File: src/rtl/bcd_pkg.sv
// Shared definitions for the binary-to-BCD result converter.
//   PRODUCT_W   : multiplier product magnitude width
//   BCD_DIGITS  : number of decimal digits presented to the display
//   BLANK_DIGIT : display driver code for a dark digit
//   state_e     : converter FSM states
package bcd_pkg;

  localparam int unsigned PRODUCT_W  = 15;
  localparam int unsigned BCD_DIGITS = 5;

  localparam logic [3:0] BLANK_DIGIT = 4'hF;

  typedef enum logic [1:0] {
    IDLE,
    SHIFT,
    DONE
  } state_e;

endpackage

File: src/rtl/bcd_digit_adjust.sv
// Double-dabble digit correction: adds 3 to a BCD digit that is 5 or more so
// the following left shift carries correctly into the next decimal digit.
// Ports:
//   digit    : current working BCD digit
//   adjusted : corrected digit, ready to be shifted
module bcd_digit_adjust (
  input  logic [3:0] digit,
  output logic [3:0] adjusted
);

  always_comb begin
    adjusted = digit;
    if (digit >= 4'd5) begin
      adjusted = digit + 4'd3;
    end
  end

endmodule

File: src/rtl/bcd_result_converter.sv
// Sequential binary-to-BCD converter for the signed multiplier result.
// Captures magnitude/sign on start (in IDLE), runs one double-dabble step per
// clock for IN_W cycles, then registers the packed BCD value and sign and
// pulses done for one cycle.
// Ports:
//   clk       : system clock
//   reset_n   : asynchronous active-low reset
//   start     : conversion request, only honoured in IDLE
//   sign      : 1 = product negative
//   magnitude : unsigned product magnitude
//   busy      : state is not IDLE
//   done      : one-cycle pulse, new result on bcd/neg
//   neg       : registered result sign (never set for zero)
//   bcd       : registered packed BCD, digit 0 in bcd[3:0]
// Build option: LEADING_ZERO_BLANK_EN replaces leading zero digits (except
// digit 0) with BLANK_DIGIT and makes the reset value display a lone "0".
module bcd_result_converter
  import bcd_pkg::*;
#(
  parameter int unsigned IN_W   = PRODUCT_W,
  parameter int unsigned DIGITS = BCD_DIGITS
) (
  input  logic                  clk,
  input  logic                  reset_n,
  input  logic                  start,
  input  logic                  sign,
  input  logic [IN_W-1:0]       magnitude,
  output logic                  busy,
  output logic                  done,
  output logic                  neg,
  output logic [4*DIGITS-1:0]   bcd
);

  localparam int unsigned BCD_W = 4 * DIGITS;
  localparam int unsigned CNT_W = $clog2(IN_W + 1);
  localparam logic [CNT_W-1:0] LAST_CNT = CNT_W'(IN_W - 1);

`ifdef LEADING_ZERO_BLANK_EN
  localparam logic [BCD_W-1:0] BCD_RST = {{(DIGITS - 1){BLANK_DIGIT}}, 4'h0};
`else
  localparam logic [BCD_W-1:0] BCD_RST = '0;
`endif

  state_e            state_q, state_d;
  logic [CNT_W-1:0]  cnt_q, cnt_d;
  logic [IN_W-1:0]   bin_q, bin_d;
  logic [BCD_W-1:0]  work_q, work_d;
  logic              sign_q, sign_d;
  logic              neg_q, neg_d;
  logic [BCD_W-1:0]  bcd_q, bcd_d;
  logic [BCD_W-1:0]  adj;

  for (genvar g = 0; g < DIGITS; g++) begin : g_adj
    bcd_digit_adjust u_adj (
      .digit    (work_q[4*g +: 4]),
      .adjusted (adj[4*g +: 4])
    );
  end

`ifdef LEADING_ZERO_BLANK_EN
  // Blank every zero digit above the most significant nonzero one.
  function automatic logic [BCD_W-1:0] format_result(input logic [BCD_W-1:0] v);
    logic [BCD_W-1:0] r;
    logic             leading;
    r       = v;
    leading = 1'b1;
    for (int i = DIGITS - 1; i >= 1; i--) begin
      if (leading && (v[4*i +: 4] == 4'd0)) begin
        r[4*i +: 4] = BLANK_DIGIT;
      end else begin
        leading = 1'b0;
      end
    end
    return r;
  endfunction
`else
  function automatic logic [BCD_W-1:0] format_result(input logic [BCD_W-1:0] v);
    return v;
  endfunction
`endif

  always_comb begin
    state_d = state_q;
    cnt_d   = cnt_q;
    bin_d   = bin_q;
    work_d  = work_q;
    sign_d  = sign_q;
    neg_d   = neg_q;
    bcd_d   = bcd_q;

    unique case (state_q)
      IDLE: begin
        if (start) begin
          bin_d   = magnitude;
          work_d  = '0;
          cnt_d   = '0;
          sign_d  = sign & (magnitude != '0);
          state_d = SHIFT;
        end
      end
      SHIFT: begin
        // Add-3 never overflows the top digit given 10^DIGITS > 2^IN_W - 1.
        {work_d, bin_d} = {adj[BCD_W-2:0], bin_q, 1'b0};
        cnt_d           = cnt_q + 1'b1;
        if (cnt_q == LAST_CNT) begin
          bcd_d   = format_result(work_d);
          neg_d   = sign_q;
          state_d = DONE;
        end
      end
      DONE: begin
        state_d = IDLE;
      end
      default: begin
        state_d = IDLE;
      end
    endcase
  end

  always_ff @(posedge clk or negedge reset_n) begin
    if (!reset_n) begin
      state_q <= IDLE;
      cnt_q   <= '0;
      bin_q   <= '0;
      work_q  <= '0;
      sign_q  <= 1'b0;
      neg_q   <= 1'b0;
      bcd_q   <= BCD_RST;
    end else begin
      state_q <= state_d;
      cnt_q   <= cnt_d;
      bin_q   <= bin_d;
      work_q  <= work_d;
      sign_q  <= sign_d;
      neg_q   <= neg_d;
      bcd_q   <= bcd_d;
    end
  end

  assign busy = (state_q != IDLE);
  assign done = (state_q == DONE);
  assign neg  = neg_q;
  assign bcd  = bcd_q;

endmodule

File: config.mk
export PLATFORM = sky130hd
export DESIGN_NAME = bcd_result_converter
export DESIGN_NICKNAME = d
export VERILOG_FILES = /design/src/rtl/bcd_pkg.sv /design/src/rtl/bcd_digit_adjust.sv /design/src/rtl/bcd_result_converter.sv
export SDC_FILE = /design/constraint.sdc
export NUM_CORES = 1
export LEC_CHECK = 0
export ABC_CLOCK_PERIOD_IN_PS = 3200
export CORE_MARGIN = 2
export CORE_UTILIZATION = 25
export CTS_BUF_LIST = sky130_fd_sc_hd__clkbuf_8
export DETAILED_ROUTE_END_ITERATION = 16
export GPL_TIMING_DRIVEN = 0
export MAX_ROUTING_LAYER = met4
export PLACE_DENSITY = 0.54
export SLEW_MARGIN = 20
export SYNTH_ARGS = -nofsm -noshare
export SYNTH_HDL_FRONTEND = slang
export SYNTH_HIERARCHICAL = 1
export SYNTH_SLANG_ARGS = --single-unit
export TNS_END_PERCENT = 30
File: constraint.sdc
create_clock -name clk -period 3.2 [get_ports clk]
set_input_delay 0.64 -clock clk [delete_from_list [all_inputs] [get_ports clk]]
set_output_delay 0.64 -clock clk [all_outputs]
set_load 0.03 [all_outputs]
==> results.yml, run 1 <==
yosys:
  syn-num-nets: 343
  syn_area_um2: 3110
  synthCells: 312
  syn_avg_cell_area_um2: 9.95
  yosysWarnings: 6
cts:
  cts_max_level: 3
  cts_setup_buffers: 0
  cts_sinks: 63
  clock_latency_ns: 0.33
  cts.path.max_buffers: 2
  cts_buffers: 9
  hold_buffers: 0
  cts.repair.resized: 0
  clk_pin_slew_ns: 0.07
  cts_tree: "done"
  cts_root_buffer: "clkbuf_8"
worst_setup_path:
  worstPathRequired_ns: 2.56
  crit_fanout: 8
  cp.arrival_ns: 1.72
  cp_slowest_cell: "clkdlybuf4s50_1"
  cp-start-kind: "register"
  critical_path_class: "reg2out"
  slowest_delay_ns: 0.59
  crit_chain: "buf_6 > or2_2 > clkdlybuf4s50_1"
  cp-end-kind: "primary output"
  r2r_cells: 6
finish:
  area.growth.synth_to_final_pct: 25.7
  final_common_cell: "nand2_1"
  fillers: 1242
  drive_above_1_share_pct: 16.1
  final_cells: 535
  diodes: 0
  nets: 396
  final_util_pct: 32.4
  register_area_um2: 1580
  multi_input_area_um2: 1380
  final_cell_mix: "85 x nand2_1, 63 x dfrtp_1, 40 x clkdlybuf4s50_1, 24 x nand3_1, 20 x mux2_2"
detailed_routing:
  post_drt_wl_per_cell_um: 12.7
  ant_nets: 0
  vias: 2338
  first_pass_iters: 4
  viasPerCell: 4.37
  routed_wl_mm: 6.79
  drc_errors: 0
  drt_iter0_markers: 76
timing:
  hold_viol: 0
  grt_setup_unrepaired: "no"
  finalCritPeriodShare_pct: 73.7
  min_period_ns: 2.36
  final-setup-viol-count: 0
  skew_ns: 0.00970
  max_freq_ghz: 0.424
  slew_headroom_pct: 43.8
  tightest_slew_ns: 0.842
  finalWorstSetupSlack_ns: 0.840
  slew_violations: 0
  whs_ns: 0.180
placement:
  dp_cells: 522
  gp_congestion: 0.769
  portBuffers: 41
  dp_slack_ns: 1.07
  hpwlAfterDp_mm: 4.91
global_route:
  grt_pass1_wl_mm: 11.8
  antenna_found_initial: 0
  grt_usage_pct: 11.7
  grt_max_degree: 47
  grt_pass1_vias: 2340
  gr-total-overflow: 0
die:
  chipHeight_um: 115
  start_util_pct: 25.7
  boundaryPins: 42
  core_area_um2: 12100
  die_w_um: 115
  core.rowCount: 40
  dieArea_um2: 13300
status:
  status: "finished clean"
power_and_ir_drop:
  ir_drop_uv: 218
  powerDensity_nw_per_um2: 1010
  p_leak_uw: 0.00181
flow_run:
  maxCapViolCount: 0
worst_hold_path:
  hold_class: "in2async"
-- power breakdown --
group          leakage [µW]  internal [µW]  switching, µW  total [µW]
clock             0.0000850            284            290         574
combinational      0.000936            837           1070        1910
sequential         0.000784           1170            275        1440
-- worst max-delay path, delay by kind of cell, from the launching register on --
family	cells	cell delay [ns]
buf+inv	2	0.72
flops	1	0.38
simple gates	1	0.28
-- layout make-up --
class | count | share of cell area [%]
sequential | 63 | 40.4
tap | 168 | 5.39
multi-input combinational | 223 | 35.4
inverter | 11 | 1.06
clock buffer | 10 | 3.53
timing repair buffer | 42 | 11.2
buffer | 15 | 2.69
clock inverter | 3 | 0.353
-- metal layers --
metal,up-vias,global-route usage [%],wire (µm)
met2,43,17.1,2940
met1,1134,15.7,3520
met3,9,3.03,252
met4,0,3.86,74
li1,1152,-,-
met5,-,-,0
-- metrics by stage --
stage	cell area [µm²]	setup TNS, ns	total power [µW]
final	3900	0	3930
after global routing	3900	0	4290
after CTS	3900	0	3980
after detailed placement	3750	0	3390
after global placement	3730	-44.32	3330
after floorplan	3110	0	2760
-- flip-flops by register name, indices dropped and copies added, names as in the netlist --
name and count:
bin_q 15, work_q 20, sign_q 1, bcd 20, neg 1, cnt_q 4, state_q 2
-- path summary, 6_finish.rpt --
kind / from / end / slack [ns]
hold / removal: reset_n / bcd[6]$_DFFE_PN0P_ / 0.18
min in group clk: bin_q[8]$_DFFE_PN0P_ / bin_q[8]$_DFFE_PN0P_ / 0.48
setup reg to reg: cnt_q[0]$_DFFE_PN0P_ / bcd[10]$_DFFE_PN0P_ / 1.49
hold reg to reg: bin_q[8]$_DFFE_PN0P_ / bin_q[8]$_DFFE_PN0P_ / 0.48
max in group asynchronous: reset_n / work_q[10]$_DFFE_PN0P_ / 2.49
setup / recovery: state_q[0]$_DFFE_PN0P_ / busy / 0.84
No activity file was read; power rests on OpenSTA's default activity.
==> run 2, diff against run 1 <==
--- a/config.mk
+++ b/config.mk
@@ -5,7 +5,7 @@
 export SDC_FILE = /design/constraint.sdc
 export NUM_CORES = 1
 export LEC_CHECK = 0
-export ABC_CLOCK_PERIOD_IN_PS = 3200
+export ABC_CLOCK_PERIOD_IN_PS = 2350
 export CORE_MARGIN = 2
 export CORE_UTILIZATION = 25
 export CTS_BUF_LIST = sky130_fd_sc_hd__clkbuf_8
==> constraint.sdc (replaced) <==
create_clock -name clk -period 2.35 [get_ports clk]
set_input_delay 0.47 -clock clk [delete_from_list [all_inputs] [get_ports clk]]
set_output_delay 0.47 -clock clk [all_outputs]
set_load 0.03 [all_outputs]
==> results of run 2 <==
The final DEF is identical to that of run 1. Status: finished clean.
Main changes from that run: setup slack after placement 1.07 ns -> 0.391 ns; setup slack after layout 0.840 ns -> 0.160 ns; hold slack 0.180 ns -> 0.00951 ns; register-to-register setup slack 1.49 ns -> 0.64 ns; total power 3930 µW -> 5350 µW; worst IR drop on VDD 218 µV -> 297 µV
